### src/rtl/sclk_tone_gen.sv
// sclk_tone_gen: turns a half-period count (maxcount) into a glitch-free square-wave
// speaker clock. A new maxcount is adopted only at a half-period boundary. When the
// tone stops, sclk always finishes its high half and then rests low. period_tick
// pulses once for every completed period.
// Optional feature: define SCLK_NOTE_TIMER_EN to add a note-length timer
// (note_len / note_done). The timer stops the tone after note_len full periods.
module sclk_tone_gen #(
  parameter int CNT_W = 16
) (
  input  logic             CLK,
  input  logic             RST,
  input  logic             EN,
  input  logic [CNT_W-1:0] maxcount,
`ifdef SCLK_NOTE_TIMER_EN
  input  logic [7:0]       note_len,
  output logic             note_done,
`endif
  output logic             sclk,
  output logic             period_tick,
  output logic             active,
  output logic [CNT_W-1:0] cur_max
);

  localparam logic [1:0] IDLE  = 2'd0;
  localparam logic [1:0] RUN   = 2'd1;
  localparam logic [1:0] DRAIN = 2'd2;

  logic [1:0]       state_reg, state_next;
  logic [CNT_W-1:0] count_reg, count_next;
  logic [CNT_W-1:0] active_max_reg, active_max_next;
  logic             sclk_reg, sclk_next;
  logic             tick_reg, tick_next;

  logic stop_req;
  logic at_end;
  logic can_start;

`ifdef SCLK_NOTE_TIMER_EN
  logic [7:0] pcnt_reg, pcnt_next;
  logic       lock_reg, lock_next;
  logic       done_reg, done_next;
  // After a finished note, a restart is blocked until EN has been seen low.
  assign can_start = EN && (maxcount != '0) && !lock_reg;
`else
  assign can_start = EN && (maxcount != '0);
`endif

  assign stop_req = !EN || (maxcount == '0);
  assign at_end   = (count_reg == active_max_reg);

  // Next-state logic for the tone sequencer.
  always_comb begin
    state_next      = state_reg;
    count_next      = count_reg;
    active_max_next = active_max_reg;
    sclk_next       = sclk_reg;
    tick_next       = 1'b0;
`ifdef SCLK_NOTE_TIMER_EN
    pcnt_next = pcnt_reg;
    lock_next = lock_reg;
    done_next = 1'b0;
`endif
    case (state_reg)
      IDLE: begin
        sclk_next  = 1'b0;
        count_next = '0;
        if (can_start) begin
          state_next      = RUN;
          active_max_next = maxcount;
`ifdef SCLK_NOTE_TIMER_EN
          pcnt_next = 8'd0;
`endif
        end
`ifdef SCLK_NOTE_TIMER_EN
        if (!EN) lock_next = 1'b0;
`endif
      end
      RUN: begin
        if (stop_req) begin
          if (!sclk_reg) begin
            // Low half: stop at once and drop any toggle that was due now.
            state_next = IDLE;
            count_next = '0;
          end else if (at_end) begin
            // High half ends on this very edge, so fall now instead of draining.
            sclk_next  = 1'b0;
            tick_next  = 1'b1;
            count_next = '0;
            state_next = IDLE;
          end else begin
            state_next = DRAIN;
            count_next = count_reg + 1'b1;
          end
        end else if (at_end) begin
          count_next      = '0;
          sclk_next       = !sclk_reg;
          active_max_next = maxcount;  // nonzero here, since there is no stop request
          if (sclk_reg) begin
            tick_next = 1'b1;
`ifdef SCLK_NOTE_TIMER_EN
            pcnt_next = pcnt_reg + 8'd1;
            if ((note_len != 8'd0) && ((pcnt_reg + 8'd1) == note_len)) begin
              state_next = IDLE;
              done_next  = 1'b1;
              lock_next  = 1'b1;
            end
`endif
          end
        end else begin
          count_next = count_reg + 1'b1;
        end
      end
      DRAIN: begin
        if (at_end) begin
          sclk_next  = 1'b0;
          tick_next  = 1'b1;
          count_next = '0;
          state_next = IDLE;
        end else begin
          count_next = count_reg + 1'b1;
        end
      end
      default: begin
        state_next = IDLE;
        sclk_next  = 1'b0;
        count_next = '0;
      end
    endcase
  end

  // State and output registers with synchronous reset.
  always_ff @(posedge CLK) begin
    if (RST) begin
      state_reg      <= IDLE;
      count_reg      <= '0;
      active_max_reg <= '0;
      sclk_reg       <= 1'b0;
      tick_reg       <= 1'b0;
`ifdef SCLK_NOTE_TIMER_EN
      pcnt_reg <= 8'd0;
      lock_reg <= 1'b0;
      done_reg <= 1'b0;
`endif
    end else begin
      state_reg      <= state_next;
      count_reg      <= count_next;
      active_max_reg <= active_max_next;
      sclk_reg       <= sclk_next;
      tick_reg       <= tick_next;
`ifdef SCLK_NOTE_TIMER_EN
      pcnt_reg <= pcnt_next;
      lock_reg <= lock_next;
      done_reg <= done_next;
`endif
    end
  end

  assign sclk        = sclk_reg;
  assign period_tick = tick_reg;
  assign active      = (state_reg != IDLE);
  assign cur_max     = active ? active_max_reg : '0;
`ifdef SCLK_NOTE_TIMER_EN
  assign note_done = done_reg;
`endif

endmodule

### config.mk
export PLATFORM = sky130hd
export DESIGN_NAME = sclk_tone_gen
export DESIGN_NICKNAME = d
export VERILOG_FILES = /design/src/rtl/sclk_tone_gen.sv
export SDC_FILE = /design/constraint.sdc
export NUM_CORES = 1
export LEC_CHECK = 0
export CORE_MARGIN = 1
export CORE_UTILIZATION = 45
export CTS_CLUSTER_SIZE = 20
export DETAILED_ROUTE_END_ITERATION = 7
export PLACE_DENSITY = 0.75
export SLEW_MARGIN = 20
export SYNTH_ARGS = -nofsm -noshare
export SYNTH_HDL_FRONTEND = slang
export SYNTH_SLANG_ARGS = --single-unit
### constraint.sdc
create_clock -name CLK -period 2.9 [get_ports CLK]
set_input_delay 0.58 -clock CLK [delete_from_list [all_inputs] [get_ports CLK]]
set_output_delay 0.58 -clock CLK [all_outputs]
set_load 0.1 [all_outputs]
==> results by group <==
Status
  – Status: completed

STA
  – Worst Skew: 0.00634 ns
  – Slew margin rel.: about half
  – Tmin final: 2.53 ns
  – Endpoints failing setup: 0
  – Max Clk Rate: 395 MHz
  – Unrepaired setup endpoints after global routing: no
  – Pins Over Slew Limit: 0
  – Tcrit/Tclk final: 87.3%
  – Final Hold Fails: 0
  – Worst Max-Slew Pin Slew: 0.732 ns
  – Fin worst setup slack: 0.369 ns

Synthesis
  – Largest family of logic cells by synthesized area: simple AND/OR/NAND/NOR gates
  – Post-synthesis mux area share: about 7.9%
  – Syn. warnings: 0
  – Cell count after synthesis: 217
  – Seq/Total Area, Yosys: a little over a third
  – Post-Synth Adder-Cell Area: ~2.5%
  – Post-Synth XOR/XNOR Area: 13.0%
  – Simple-gate share of the synthesized area: a little under a third
  – Avg Cell Area, Syn: slightly above 9 sq um
  – #FFs+latches synth: 36
  – Fraction of registers with async set/reset: 0%
  – Synth Flop Type: dfxtp_1
  – Cell Area, Synth: between 2000 and 2500 sq um
  – Post-synth EDFFs: 0
  – Mapped Nets: 240
  – Complex-gate fraction of the synthesized area: under 10%
  – Distinct cell type count after synthesis: 36

Final layout
  – Final Util: roughly three fifths
  – Proportion of layout cells with a drive suffix above 1: 14.8%
  – Layout Nets: roughly 280
  – Commonest non-fill, non-tap cell in the layout: dfxtp_1
  – Non-filler cells, final: ~310
  – Area delta synth->final: 23.4%
  – Ant diodes: 0
  – Most frequent cells in the layout: 36 x dfxtp_1, 31 x nand2b_1, 21 x xor2_1, 21 x nor2_1, 21 x buf_4

Worst setup path
  – CP cell instances: clkdlybuf4s50_1, or4_4, o41ai_4, a21boi_0, a21boi_0, o31ai_1
  – Most frequent CP cell: a21boi_0
  – Critical Path Max Stage Delay: 0.59 ns
  – Slowest CP cell: or4_4
  – WS Path Type: in2reg
  – Crit start category: input pin
  – Crit path DAT: roughly 2.7 ns
  – Critical Path Sink Type: register
  – Data required, critical path: between 3 and 4 ns
  – Crit path max fanout: 5

Global route
  – Total grt overflow: 0
  – Grt met1 use: 25.8%
  – Initial antenna violation count: 0
  – Number of global-route vias before repair: ~1400
  – Busiest grt layer: met2
  – First-pass GRT wire length: between 6 and 7 mm
  – Routing usage on met2: between 30% and 40%
  – GRT Overall Usage: 19.8%
  – Largest net degree at the start of global routing: 22
  – GR Util met3: 3.62%

Floorplanning
  – Top-Level Pins: 38
  – Core Area: 4140 sq um
  – Die Y: 68.9 um
  – Initial Utilization: around 49%
  – FP Rows: 23
  – Die W: around 70 um
  – Die ar.: roughly 4800 sq um

Clock tree
  – Level count of the clock H-tree: 2
  – CTS tree: built
  – Clk_lat worst skew: between 0.2 and 0.3 ns
  – Post-CTS setup buffer count: 0
  – Clock-pin slew on the worst setup and hold paths: around 0.070 ns
  – CTS Buf Count: 5
  – # clock sinks: 36
  – PostCTS Resize Cnt: 0
  – Clock root cell: clkbuf_8
  – Hold Buf Count CTS: 0
  – Max clock buf depth: 2

Routing
  – WL/cell: 13.6 um
  – Iteration-0 DRC Markers: 86
  – Antenna-violating nets left: 0
  – DR vias: around 1600
  – Pre-antenna DRT Iters: 4
  – DR DRC count: 0
  – DR vias/cell: between 5 and 6
  – Total wire length: around 4.2 mm

Placed design
  – Pre-CTS WS: 0.0632 ns
  – GP Congestion: 0.836
  – Inst Count DP: roughly 300
  – Hpwl dp: 3.03 mm
  – IO Port Bufs: 37

Power
  – LEAKAGE: a little over 1 nW
  – PwrDens: just under 500 nW/um^2
  – VDD IR-drop max: a little over 200 uV

Run
  – Max-Cap Viols: 0

Min path
  – Worst min-delay path class: reg2reg
## report_power, final
part	switching [mW]	leakage [nW]	total, mW	internal, mW
sequential	0.0279	0.293	0.549	0.521
clock	0.179	0.0510	0.369	0.189
combinational	0.189	0.685	0.310	0.121
total	0.396	1.03	1.23	0.832
## path summary, 6_finish.rpt
kind	startpoint	end	slack, ns	cells after the start
max	maxcount[5]	state_reg[1]	0.37	6
min	active_max_reg[7]	active_max_reg[7]	0.50	2
max reg2reg	count_reg[7]	active_max_reg[15]	0.54	5
min reg2reg	active_max_reg[7]	active_max_reg[7]	0.50	2
## layout make-up
class,instances,area [sq um]
Fill cell,382,1660
Multi-Input combinational cell,167,1230
Clock inverter,2,10.0
Clock buffer,6,82.6
Sequential cell,36,721
Tap cell,50,62.6
Inverter,6,22.5
Timing Repair Buffer,40,358
## cell families after synthesis
group,after synthesis
AOI/OAI and AO/OA,12
xor gates and xnor gates,30
adders and majority gates,4
buffers and inverters,14
DFF,36
muxes,16
and+or+nand+nor,105
## cell usage after synthesis (all sizes together), types with 2 or more instances
library cell / instances / share of area, %
a21boi: 2 / 0.74
nor2b: 16 / 5.0
nor4: 5 / 1.6
nor3: 2 / 0.50
buf: 2 / 0.93
dfxtp: 36 / 36
mux2i: 16 / 7.9
a21oi: 3 / 0.74
nand2: 6 / 1.1
and3: 2 / 0.62
nand4b: 2 / 1.2
o41ai: 2 / 2.7
nor2: 21 / 3.9
ha: 4 / 2.5
clkbuf: 6 / 1.1
nand2b: 31 / 9.6
nand4: 2 / 0.93
nand3: 7 / 1.7
xnor2: 9 / 3.9
xor2: 21 / 9.1
or4: 4 / 1.9
or3: 2 / 0.62
inv: 6 / 1.1
or2b: 2 / 0.74
## worst max-delay path: cells and delay by family
kind	cells	cell delay (ns)
and+or+nand+nor	1	0.59
buffers and inverters	1	0.45
AOI/OAI and AO/OA	4	1.08
## per-layer routing
metal  routed length (um)  vias to the layer above
met1                 2040                      708
met4                   75                        0
met3                  164                        7
met2                 1900                       40
li1                     -                      801
met5                    0                        -
## stage by stage
step / total power [mW] / hold WS (ns) / setup TNS, ns / instance area (sq um)
after detailed placement: 0.870 / 0.486 / 0 / 2390
final: 1.23 / 0.504 / 0 / 2490
after global placement: 0.869 / 0.481 / 0 / 2390
after floorplan: 0.789 / 0.451 / -0.397 / 2020
after global routing: 1.28 / 0.546 / 0 / 2490
after CTS: 1.24 / 0.504 / 0 / 2490
Power figures use the tool's default switching activity.
